[src/rtl/axi_pkg.sv]
// Shared AXI4 encodings and the bridge state type used by the single-beat memory bridge.
package axi_pkg;

    localparam logic [1:0] BURST_FIXED = 2'b00;
    localparam logic [1:0] BURST_INCR  = 2'b01;
    localparam logic [1:0] BURST_WRAP  = 2'b10;

    localparam logic [1:0] RESP_OKAY   = 2'b00;
    localparam logic [1:0] RESP_EXOKAY = 2'b01;
    localparam logic [1:0] RESP_SLVERR = 2'b10;
    localparam logic [1:0] RESP_DECERR = 2'b11;

    // Normal non-cacheable, modifiable.
    localparam logic [3:0] CACHE_DEFAULT = 4'b0010;

    typedef enum logic [2:0] {
        IDLE,
        WR_ADDR_DATA,
        WR_RESP,
        RD_ADDR,
        RD_DATA
    } bridge_state_e;

    function automatic logic [2:0] axi_size(input int unsigned nbytes);
        return 3'($clog2(nbytes));
    endfunction

endpackage

[src/rtl/axi_bus.sv]
// Five-channel AXI4 bus bundle with master and slave views.
interface AXI_BUS #(
    parameter int ADDR_WIDTH = 32,
    parameter int DATA_WIDTH = 32,
    parameter int ID_WIDTH   = 2
);
    logic [ID_WIDTH-1:0]     aw_id;
    logic [ADDR_WIDTH-1:0]   aw_addr;
    logic [7:0]              aw_len;
    logic [2:0]              aw_size;
    logic [1:0]              aw_burst;
    logic                    aw_lock;
    logic [3:0]              aw_cache;
    logic [2:0]              aw_prot;
    logic [3:0]              aw_qos;
    logic                    aw_valid;
    logic                    aw_ready;

    logic [DATA_WIDTH-1:0]   w_data;
    logic [DATA_WIDTH/8-1:0] w_strb;
    logic                    w_last;
    logic                    w_valid;
    logic                    w_ready;

    logic [ID_WIDTH-1:0]     b_id;
    logic [1:0]              b_resp;
    logic                    b_valid;
    logic                    b_ready;

    logic [ID_WIDTH-1:0]     ar_id;
    logic [ADDR_WIDTH-1:0]   ar_addr;
    logic [7:0]              ar_len;
    logic [2:0]              ar_size;
    logic [1:0]              ar_burst;
    logic                    ar_lock;
    logic [3:0]              ar_cache;
    logic [2:0]              ar_prot;
    logic [3:0]              ar_qos;
    logic                    ar_valid;
    logic                    ar_ready;

    logic [ID_WIDTH-1:0]     r_id;
    logic [DATA_WIDTH-1:0]   r_data;
    logic [1:0]              r_resp;
    logic                    r_last;
    logic                    r_valid;
    logic                    r_ready;

    modport Master (
        output aw_id, aw_addr, aw_len, aw_size, aw_burst, aw_lock, aw_cache, aw_prot, aw_qos, aw_valid,
        input  aw_ready,
        output w_data, w_strb, w_last, w_valid,
        input  w_ready,
        input  b_id, b_resp, b_valid,
        output b_ready,
        output ar_id, ar_addr, ar_len, ar_size, ar_burst, ar_lock, ar_cache, ar_prot, ar_qos, ar_valid,
        input  ar_ready,
        input  r_id, r_data, r_resp, r_last, r_valid,
        output r_ready
    );

    modport Slave (
        input  aw_id, aw_addr, aw_len, aw_size, aw_burst, aw_lock, aw_cache, aw_prot, aw_qos, aw_valid,
        output aw_ready,
        input  w_data, w_strb, w_last, w_valid,
        output w_ready,
        output b_id, b_resp, b_valid,
        input  b_ready,
        input  ar_id, ar_addr, ar_len, ar_size, ar_burst, ar_lock, ar_cache, ar_prot, ar_qos, ar_valid,
        output ar_ready,
        input  r_id, r_data, r_resp, r_last, r_valid,
        output r_ready
    );

endinterface

[src/rtl/axi_mem_bridge.sv]
// Core data-port to AXI4 single-beat bridge: one outstanding transaction, registered request
// and completion, independent AW/W handshakes on writes.
module axi_mem_bridge
    import axi_pkg::*;
#(
    parameter int ID_WIDTH   = 2,
    parameter int ADDR_WIDTH = 32,
    parameter int DATA_WIDTH = 32,
    parameter int AXI_ID     = 0
) (
    input  logic                    clk,
    input  logic                    rst,
    input  logic                    data_req,
    input  logic [ADDR_WIDTH-1:0]   data_addr,
    input  logic                    data_we,
    input  logic [DATA_WIDTH/8-1:0] data_be,
    input  logic [DATA_WIDTH-1:0]   data_wdata,
    output logic                    data_gnt,
    output logic                    data_rvalid,
    output logic [DATA_WIDTH-1:0]   data_rdata,
    output logic                    data_err,
    AXI_BUS.Master                  m_axi
);
    localparam int STRB_WIDTH = DATA_WIDTH / 8;

    bridge_state_e           state_reg, state_next;
    logic [ADDR_WIDTH-1:0]   addr_reg;
    logic                    we_reg;
    logic [STRB_WIDTH-1:0]   be_reg;
    logic [DATA_WIDTH-1:0]   wdata_reg;
    logic                    aw_done_reg, w_done_reg;
    logic                    rvalid_reg, err_reg;
    logic [DATA_WIDTH-1:0]   rdata_reg;

    logic aw_valid, w_valid, ar_valid, b_ready, r_ready;
    logic aw_hs, w_hs, resp_done;
    logic [1:0] resp_code;

    // Each write channel drops its valid independently once its own handshake is seen.
    assign aw_valid  = (state_reg == WR_ADDR_DATA) && !aw_done_reg;
    assign w_valid   = (state_reg == WR_ADDR_DATA) && !w_done_reg;
    assign ar_valid  = (state_reg == RD_ADDR);
    assign b_ready   = (state_reg == WR_RESP);
    assign r_ready   = (state_reg == RD_DATA);
    assign aw_hs     = aw_valid && m_axi.aw_ready;
    assign w_hs      = w_valid && m_axi.w_ready;
    assign resp_done = (b_ready && m_axi.b_valid) || (r_ready && m_axi.r_valid);
    assign resp_code = we_reg ? m_axi.b_resp : m_axi.r_resp;

    always_comb begin
        state_next = state_reg;
        data_gnt   = 1'b0;
        case (state_reg)
            IDLE: begin
                data_gnt = data_req && !rst;
                if (data_req) state_next = data_we ? WR_ADDR_DATA : RD_ADDR;
            end
            WR_ADDR_DATA: if ((aw_done_reg || aw_hs) && (w_done_reg || w_hs)) state_next = WR_RESP;
            WR_RESP:      if (m_axi.b_valid) state_next = IDLE;
            RD_ADDR:      if (m_axi.ar_ready) state_next = RD_DATA;
            RD_DATA:      if (m_axi.r_valid) state_next = IDLE;
            default:      state_next = IDLE;
        endcase
    end

    always_ff @(posedge clk) begin
        if (rst) begin
            state_reg   <= IDLE;
            addr_reg    <= '0;
            we_reg      <= 1'b0;
            be_reg      <= '0;
            wdata_reg   <= '0;
            aw_done_reg <= 1'b0;
            w_done_reg  <= 1'b0;
            rvalid_reg  <= 1'b0;
            err_reg     <= 1'b0;
            rdata_reg   <= '0;
        end else begin
            state_reg <= state_next;
            if (data_gnt) begin
                addr_reg  <= data_addr;
                we_reg    <= data_we;
                be_reg    <= data_be;
                wdata_reg <= data_wdata;
            end
            if (state_reg == WR_ADDR_DATA) begin
                if (aw_hs) aw_done_reg <= 1'b1;
                if (w_hs)  w_done_reg  <= 1'b1;
            end else begin
                aw_done_reg <= 1'b0;
                w_done_reg  <= 1'b0;
            end
            rvalid_reg <= resp_done;
            err_reg    <= resp_done && (resp_code != RESP_OKAY);
            if (r_ready && m_axi.r_valid) rdata_reg <= m_axi.r_data;
        end
    end

    assign data_rvalid = rvalid_reg;
    assign data_err    = err_reg;
    assign data_rdata  = rdata_reg;

    assign m_axi.aw_id    = ID_WIDTH'(AXI_ID);
    assign m_axi.aw_addr  = addr_reg;
    assign m_axi.aw_len   = 8'd0;
    assign m_axi.aw_size  = axi_size(STRB_WIDTH);
    assign m_axi.aw_burst = BURST_INCR;
    assign m_axi.aw_lock  = 1'b0;
    assign m_axi.aw_cache = CACHE_DEFAULT;
    assign m_axi.aw_prot  = 3'b000;
    assign m_axi.aw_qos   = 4'd0;
    assign m_axi.aw_valid = aw_valid;

    assign m_axi.w_data   = wdata_reg;
    assign m_axi.w_strb   = be_reg;
    assign m_axi.w_last   = w_valid;
    assign m_axi.w_valid  = w_valid;
    assign m_axi.b_ready  = b_ready;

    assign m_axi.ar_id    = ID_WIDTH'(AXI_ID);
    assign m_axi.ar_addr  = addr_reg;
    assign m_axi.ar_len   = 8'd0;
    assign m_axi.ar_size  = axi_size(STRB_WIDTH);
    assign m_axi.ar_burst = BURST_INCR;
    assign m_axi.ar_lock  = 1'b0;
    assign m_axi.ar_cache = CACHE_DEFAULT;
    assign m_axi.ar_prot  = 3'b000;
    assign m_axi.ar_qos   = 4'd0;
    assign m_axi.ar_valid = ar_valid;
    assign m_axi.r_ready  = r_ready;

    // IDs and r_last carry no information with a single outstanding single-beat transaction.
    logic unused_resp_fields;
    assign unused_resp_fields = ^{m_axi.b_id, m_axi.r_id, m_axi.r_last};

endmodule

[src/flat_wrapper.sv]
// flat-port wrapper written by rule: the top's interface ports become plain ports
module axi_mem_bridge_flat import axi_pkg::*;
#(
    parameter int ID_WIDTH   = 2,
    parameter int ADDR_WIDTH = 32,
    parameter int DATA_WIDTH = 32,
    parameter int AXI_ID     = 0
)
  (clk, rst, data_req, data_addr, data_we, data_be, data_wdata, data_gnt, data_rvalid, data_rdata, data_err, m_axi_aw_id, m_axi_aw_addr, m_axi_aw_len, m_axi_aw_size, m_axi_aw_burst, m_axi_aw_lock, m_axi_aw_cache, m_axi_aw_prot, m_axi_aw_qos, m_axi_aw_valid, m_axi_aw_ready, m_axi_w_data, m_axi_w_strb, m_axi_w_last, m_axi_w_valid, m_axi_w_ready, m_axi_b_id, m_axi_b_resp, m_axi_b_valid, m_axi_b_ready, m_axi_ar_id, m_axi_ar_addr, m_axi_ar_len, m_axi_ar_size, m_axi_ar_burst, m_axi_ar_lock, m_axi_ar_cache, m_axi_ar_prot, m_axi_ar_qos, m_axi_ar_valid, m_axi_ar_ready, m_axi_r_id, m_axi_r_data, m_axi_r_resp, m_axi_r_last, m_axi_r_valid, m_axi_r_ready);
  AXI_BUS #(.ADDR_WIDTH(ADDR_WIDTH), .DATA_WIDTH(DATA_WIDTH), .ID_WIDTH(ID_WIDTH)) m_axi_i ();
  input  logic clk;
  input  logic rst;
  input  logic data_req;
  input  logic [ADDR_WIDTH-1:0] data_addr;
  input  logic data_we;
  input  logic [DATA_WIDTH/8-1:0] data_be;
  input  logic [DATA_WIDTH-1:0] data_wdata;
  output logic data_gnt;
  output logic data_rvalid;
  output logic [DATA_WIDTH-1:0] data_rdata;
  output logic data_err;
  output wire logic [$bits(m_axi_i.aw_id)-1:0] m_axi_aw_id;
  output wire logic [$bits(m_axi_i.aw_addr)-1:0] m_axi_aw_addr;
  output wire logic [$bits(m_axi_i.aw_len)-1:0] m_axi_aw_len;
  output wire logic [$bits(m_axi_i.aw_size)-1:0] m_axi_aw_size;
  output wire logic [$bits(m_axi_i.aw_burst)-1:0] m_axi_aw_burst;
  output wire logic [$bits(m_axi_i.aw_lock)-1:0] m_axi_aw_lock;
  output wire logic [$bits(m_axi_i.aw_cache)-1:0] m_axi_aw_cache;
  output wire logic [$bits(m_axi_i.aw_prot)-1:0] m_axi_aw_prot;
  output wire logic [$bits(m_axi_i.aw_qos)-1:0] m_axi_aw_qos;
  output wire logic [$bits(m_axi_i.aw_valid)-1:0] m_axi_aw_valid;
  input wire logic [$bits(m_axi_i.aw_ready)-1:0] m_axi_aw_ready;
  output wire logic [$bits(m_axi_i.w_data)-1:0] m_axi_w_data;
  output wire logic [$bits(m_axi_i.w_strb)-1:0] m_axi_w_strb;
  output wire logic [$bits(m_axi_i.w_last)-1:0] m_axi_w_last;
  output wire logic [$bits(m_axi_i.w_valid)-1:0] m_axi_w_valid;
  input wire logic [$bits(m_axi_i.w_ready)-1:0] m_axi_w_ready;
  input wire logic [$bits(m_axi_i.b_id)-1:0] m_axi_b_id;
  input wire logic [$bits(m_axi_i.b_resp)-1:0] m_axi_b_resp;
  input wire logic [$bits(m_axi_i.b_valid)-1:0] m_axi_b_valid;
  output wire logic [$bits(m_axi_i.b_ready)-1:0] m_axi_b_ready;
  output wire logic [$bits(m_axi_i.ar_id)-1:0] m_axi_ar_id;
  output wire logic [$bits(m_axi_i.ar_addr)-1:0] m_axi_ar_addr;
  output wire logic [$bits(m_axi_i.ar_len)-1:0] m_axi_ar_len;
  output wire logic [$bits(m_axi_i.ar_size)-1:0] m_axi_ar_size;
  output wire logic [$bits(m_axi_i.ar_burst)-1:0] m_axi_ar_burst;
  output wire logic [$bits(m_axi_i.ar_lock)-1:0] m_axi_ar_lock;
  output wire logic [$bits(m_axi_i.ar_cache)-1:0] m_axi_ar_cache;
  output wire logic [$bits(m_axi_i.ar_prot)-1:0] m_axi_ar_prot;
  output wire logic [$bits(m_axi_i.ar_qos)-1:0] m_axi_ar_qos;
  output wire logic [$bits(m_axi_i.ar_valid)-1:0] m_axi_ar_valid;
  input wire logic [$bits(m_axi_i.ar_ready)-1:0] m_axi_ar_ready;
  input wire logic [$bits(m_axi_i.r_id)-1:0] m_axi_r_id;
  input wire logic [$bits(m_axi_i.r_data)-1:0] m_axi_r_data;
  input wire logic [$bits(m_axi_i.r_resp)-1:0] m_axi_r_resp;
  input wire logic [$bits(m_axi_i.r_last)-1:0] m_axi_r_last;
  input wire logic [$bits(m_axi_i.r_valid)-1:0] m_axi_r_valid;
  output wire logic [$bits(m_axi_i.r_ready)-1:0] m_axi_r_ready;
  assign m_axi_aw_id = m_axi_i.aw_id;
  assign m_axi_aw_addr = m_axi_i.aw_addr;
  assign m_axi_aw_len = m_axi_i.aw_len;
  assign m_axi_aw_size = m_axi_i.aw_size;
  assign m_axi_aw_burst = m_axi_i.aw_burst;
  assign m_axi_aw_lock = m_axi_i.aw_lock;
  assign m_axi_aw_cache = m_axi_i.aw_cache;
  assign m_axi_aw_prot = m_axi_i.aw_prot;
  assign m_axi_aw_qos = m_axi_i.aw_qos;
  assign m_axi_aw_valid = m_axi_i.aw_valid;
  assign m_axi_i.aw_ready = m_axi_aw_ready;
  assign m_axi_w_data = m_axi_i.w_data;
  assign m_axi_w_strb = m_axi_i.w_strb;
  assign m_axi_w_last = m_axi_i.w_last;
  assign m_axi_w_valid = m_axi_i.w_valid;
  assign m_axi_i.w_ready = m_axi_w_ready;
  assign m_axi_i.b_id = m_axi_b_id;
  assign m_axi_i.b_resp = m_axi_b_resp;
  assign m_axi_i.b_valid = m_axi_b_valid;
  assign m_axi_b_ready = m_axi_i.b_ready;
  assign m_axi_ar_id = m_axi_i.ar_id;
  assign m_axi_ar_addr = m_axi_i.ar_addr;
  assign m_axi_ar_len = m_axi_i.ar_len;
  assign m_axi_ar_size = m_axi_i.ar_size;
  assign m_axi_ar_burst = m_axi_i.ar_burst;
  assign m_axi_ar_lock = m_axi_i.ar_lock;
  assign m_axi_ar_cache = m_axi_i.ar_cache;
  assign m_axi_ar_prot = m_axi_i.ar_prot;
  assign m_axi_ar_qos = m_axi_i.ar_qos;
  assign m_axi_ar_valid = m_axi_i.ar_valid;
  assign m_axi_i.ar_ready = m_axi_ar_ready;
  assign m_axi_i.r_id = m_axi_r_id;
  assign m_axi_i.r_data = m_axi_r_data;
  assign m_axi_i.r_resp = m_axi_r_resp;
  assign m_axi_i.r_last = m_axi_r_last;
  assign m_axi_i.r_valid = m_axi_r_valid;
  assign m_axi_r_ready = m_axi_i.r_ready;
  axi_mem_bridge #(.ID_WIDTH(ID_WIDTH), .ADDR_WIDTH(ADDR_WIDTH), .DATA_WIDTH(DATA_WIDTH), .AXI_ID(AXI_ID)) u_core (.clk(clk), .rst(rst), .data_req(data_req), .data_addr(data_addr), .data_we(data_we), .data_be(data_be), .data_wdata(data_wdata), .data_gnt(data_gnt), .data_rvalid(data_rvalid), .data_rdata(data_rdata), .data_err(data_err), .m_axi(m_axi_i));
endmodule
[config.mk]
export PLATFORM = sky130hd
export DESIGN_NAME = axi_mem_bridge_flat
export DESIGN_NICKNAME = d
export VERILOG_FILES = /design/src/rtl/axi_pkg.sv /design/src/rtl/axi_bus.sv /design/src/rtl/axi_mem_bridge.sv /design/src/flat_wrapper.sv
export SDC_FILE = /design/constraint.sdc
export NUM_CORES = 1
export LEC_CHECK = 0
export BUFFER_PORTS_ARGS = -buffer_cell sky130_fd_sc_hd__buf_4
export CAP_MARGIN = 10
export CELL_PAD_IN_SITES_DETAIL_PLACEMENT = 0
export CELL_PAD_IN_SITES_GLOBAL_PLACEMENT = 2
export CORE_MARGIN = 4
export CORE_UTILIZATION = 21
export CTS_CLUSTER_DIAMETER = 40
export DETAILED_ROUTE_END_ITERATION = 10
export PLACE_DENSITY = 0.88
export SLEW_MARGIN = 40
export SYNTH_ARGS = -nofsm -noshare
export SYNTH_HDL_FRONTEND = slang
export SYNTH_SLANG_ARGS = --single-unit
[constraint.sdc]
create_clock -name clk -period 1.82 [get_ports clk]
set_input_delay 0.546 -clock clk [delete_from_list [all_inputs] [get_ports clk]]
set_output_delay 0.546 -clock clk [all_outputs]
set_load 0.05 [all_outputs]
=== Word-level counts from Yosys, hierarchy flattened ===
Index checks and enable logic that the tools add are counted.

* Bits in registers: 108
* Input port bits: 118
* Logic and storage cells: 48

* Equal/unequal tests: 9
* Reduce and logical (&&, ||, !) cells: 19
* Mux-type cells: 9
* Bitwise gates (word level): 1

{| class="wikitable"
|+ Operator list
! cell !! number
|-
| $mux 3 || 5
|-
| $pmux 3 s5 || 1
|-
| $logic_and 1x1->1 || 9
|-
| $ne 2x2->1 const B || 4
|-
| $eq 3x2->1 const B || 2
|-
| $reduce_and 5->1 || 1
|-
| $mux 2 || 2
|-
| $eq 3x1->1 const B || 1
|-
| $eq 3x3->1 const B || 1
|-
| $logic_not 1->1 || 3
|-
| $logic_not 3->1 || 1
|-
| $logic_or 1x1->1 || 3
|-
| $ne 2x1->1 const B || 1
|-
| $reduce_bool 2->1 || 1
|-
| $reduce_or 2->1 || 1
|-
| $mux 1 || 1
|-
| $not 1->1 || 1
|}

=== Depth between registers and ports, before layout ===
* Word-level depth: 7
* Depth in mapped cells: 8

=== Worst setup path after synthesis ===
OpenSTA, ideal clock, no wires.

* Path kind: register -> output
* Start point: reg u_core.state_reg[2]
* End point: out m_axi_w_valid
* Stages on the path, launching flop included: 6
* Slack: -0.456 ns
* Data arrival time: 1.730 ns
* Data required time: 1.274 ns
* Cell sequence: dfxtp_1 > buf_2 > nor2_1 > nand2_1 > nor2_1 > buf_4

* Longest elaborated chain between the ends: 2

{| class="wikitable"
|+ Ends and longest elaborated chain
! item !! RTL line !! source
|-
| from (decl) || axi_mem_bridge.sv:26 || <nowiki>bridge_state_e state_reg, state_next;</nowiki>
|-
| from (signal assigned) || axi_mem_bridge.sv:79 || <nowiki>state_reg <= state_next;</nowiki>
|-
| $eq 3x1->1 || axi_mem_bridge.sv:41 || <nowiki>assign w_valid = (state_reg == WR_ADDR_DATA) && !w_done_reg;</nowiki>
|-
| $logic_and 1x1->1 || axi_mem_bridge.sv:41 ||
|-
| to (decl) || flat_wrapper.sv:36 || <nowiki>output wire logic [$bits(m_axi_i.w_valid)-1:0] m_axi_w_valid;</nowiki>
|}

No other way between the ends.

=== Worst setup path after layout ===
* Start point: reg u_core.state_reg[2]
* End point: out m_axi_r_ready

* Longest elaborated chain between the ends: 1

{| class="wikitable"
|+ Ends and longest elaborated chain
! item !! RTL line !! source
|-
| $eq 3x3->1 || axi_mem_bridge.sv:44 || <nowiki>assign r_ready = (state_reg == RD_DATA);</nowiki>
|-
| to (decl) || flat_wrapper.sv:58 || <nowiki>output wire logic [$bits(m_axi_i.r_ready)-1:0] m_axi_r_ready;</nowiki>
|}

No other way between the ends.

==> results.py <==
metrics = {
    "run_status": {
        "status": "complete, but fails checks",
        "violations": "negative setup slack",
    },
    "detailed_routing": {
        "drtIter0Drc": 133,
        "dr_total_vias": 4192,
        "wire_per_inst_um": 13.31,
        "first_pass_iters": 4,
        "drt-total-wl_um": 14210,
        "via_per_inst": 3.929,
        "ant_nets": 0,
        "drc": 0,
    },
    "floorplanning": {
        "pin_count": 313,
        "dieArea_mm2": 0.02389,
        "start_util_pct": 21.39,
        "coreArea_mm2": 0.02109,
        "std_cell_rows": 53,
        "die_y_um": 154.6,
        "die_w_um": 154.6,
    },
    "power_and_ir_drop": {
        "p_int_mw": 5.471,
        "power_frac_comb_pct": 51.7,
        "power_density_mw_per_mm2": 1579,
        "p_sw_share_pct": 48.26,
        "pwr-share-seq_pct": 29.9,
        "p_clk_share_pct": 18.4,
        "power.switching_mw": 5.103,
        "peakVddDrop_mv": 0.4852,
        "p_leak_nw": 3.041,
    },
    "critical_path": {
        "r2r_start": "u_core.state_reg[1]",
        "slowest_stage": "dfxtp_4",
        "startpoint": "u_core.state_reg[2]",
        "path_cells": "or3b_4 > inv_2 > buf_8",
        "crit_arrival_ns": 1.34,
        "crit_path_start_kind": "flop",
        "crit_type": "flop to output pin",
        "path_max_fanout": 5,
        "cp.required_ns": 1.27,
        "slowest_delay_ns": 0.40,
        "worst_setup_path_end_kind": "output pin",
    },
    "finish": {
        "fill_cells": 2313,
        "final_common_cell": "buf_4",
        "drive_gt1_share_pct": 37.88,
        "n_antenna_cell": 0,
        "finalNetCount": 905,
        "layout_common_cells": "buf_4, nand2_1, dfxtp_1",
        "area_growth_syn_to_layout_pct": 48.49,
        "layoutNonFillerInstCount": 1067,
        "post-route-util_pct": 31.76,
    },
    "clock_network": {
        "clock_latency_ns": 0.35,
        "cts_buffers": 9,
        "cts_sinks": 108,
        "ctsHoldBuffers": 0,
        "cts-root-buf": "clkbuf_16",
        "clockBufferDepth": 2,
        "cts_tree": "done",
        "clk_pin_slew_worst_paths_ns": 0.08,
        "cts.htree.levels": 3,
    },
    "synth": {
        "yosys-top-cells-area": "dfxtp_1, nand2_1, buf_4",
        "syn_avg_cell_area_um2": 7.777,
        "ys_seq_elements": 108,
        "synth_cell_types": 27,
        "ys_warn_count": 0,
        "yosysSeqAreaShare_pct": 47.93,
        "synth_largest_area_cell": "dfxtp_1",
        "yosysTopAreaCellShare_pct": 47.93,
        "synth.cell_area_mm2": 0.004511,
        "synthCells": 580,
    },
    "global_routing": {
        "track_usage_pct": 10.93,
        "grt_max_degree": 103,
        "grt_pass1_vias": 3817,
        "overflow": 0,
        "grt_pass1_wl_um": 20820,
        "antenna_found_initial": 0,
    },
    "worst_hold_path": {
        "hp-class": "primary input to flop",
        "worstHoldStart": "m_axi_r_data[22]",
    },
    "timing": {
        "rsz0062_at_grt": "yes",
        "clock_skew_ns": 0.01203,
        "post-route-min-period_ns": 1.888,
        "holdWs_ns": 0.4327,
        "fin_ws_ns": -0.06774,
        "finalSetupViolCount": 4,
        "drv_slew": 0,
        "layout_worst_path_cycle_share_pct": 103.7,
        "max_freq_ghz": 0.5297,
        "hold_viol": 0,
    },
    "place": {
        "dpl_worst_slack_ns": 0.06031,
        "placed_cells": 1046,
        "hpwl_um": 10110,
        "gp_congestion": 0.7022,
        "port_buffers": 253,
    },
    "job": {
        "max_cap_viol_count": 0,
    },
}
[worst max-delay path: cells and delay by family, from the launching register on]
kind          cells  cell delay [ns]
flops             1             0.40
simple gates      1             0.39
buf+inv           2             0.21
[logic make-up after synthesis]
group | after synthesis | share of synthesized area, %
compound gates | 109 | 12.45
buf+inv | 128 | 18.70
flops | 108 | 47.93
mux | 1 | 0.3328
other cells | 2 | 0.1665
simple gates | 232 | 20.42
[power groups by stage]
stage | Clock (mW) | Sequential [mW] | Combinational [mW]
finish | 1.95 | 3.16 | 5.47
global placement | 0 | 3.16 | 5.30
CTS | 2.06 | 3.14 | 5.48
global route | 2.13 | 3.23 | 5.78
detailed placement | 0 | 3.17 | 5.30
floorplan | 0 | 4.46 | 2.69
[timing repair]
| action | 4_1_cts | 5_1_grt |
|---|---|---|
| setup endpoints to repair | 6 | 7 |
| resized for setup | 21 | 9 |
| pin swaps | 5 | 3 |
| buffers inserted | 5 | 0 |
[routing by layer]
layer | track usage [%] | part of all wire [%] | routed length [µm]
met1 | 12.93 | 41 | 5858
met2 | 18.07 | 47 | 6635
met3 | 4.113 | 10 | 1464
met4 | 4.037 | 1.7 | 248
met5 | 0 | 0 | 0
[synth_stat cells (all sizes together)]
| master | number |
|---|---|
| a211oi | 1 |
| a21oi | 103 |
| and2 | 1 |
| and3 | 2 |
| buf | 101 |
| clkbuf | 23 |
| conb | 2 |
| dfxtp | 108 |
| inv | 4 |
| mux2 | 1 |
| nand2 | 206 |
| nand3 | 1 |
| nand3b | 3 |
| nor2 | 9 |
| nor3 | 4 |
| nor3b | 1 |
| nor4 | 1 |
| o21ai | 2 |
| o22ai | 1 |
| o311a | 1 |
| o31ai | 1 |
| or3 | 1 |
| or3b | 1 |
| or4 | 1 |
| or4bb | 1 |
[stage by stage]
| step | TNS [ns] | total power, mW | cell area (µm²) |
|---|---|---|---|
| final | -0.1351 | 10.57 | 6698 |
| after global routing | -0.4637 | 11.13 | 6698 |
| after detailed placement | 0 | 8.475 | 6277 |
| after floorplan | -0.3108 | 7.144 | 4731 |
| after CTS | -0.3868 | 10.69 | 6665 |
| after global placement | 0 | 8.454 | 6277 |
[cell type report]
cell class                 count  area (µm²)  area share, %
multi-input combinational    396        1760          26.28
inverter                       4       15.01         0.2242
tap                          275       344.1          5.137
clock buffer                  11       242.7          3.624
clock inverter                 5       42.54         0.6352
timing repair buffer         268        2120          31.65
sequential                   108        2173          32.45
[final timing paths]
| check | to | slack, ns | depth (start not counted) |
|---|---|---|---|
| setup / recovery | m_axi_r_ready | -0.07 | 3 |
| hold / removal | u_core.data_rdata[22] | 0.43 | 3 |
| setup reg to reg | u_core.state_reg[1] | 0.24 | 5 |
| hold reg to reg | u_core.data_rdata[14] | 0.45 | 2 |
(Power assumes the default switching activity.)
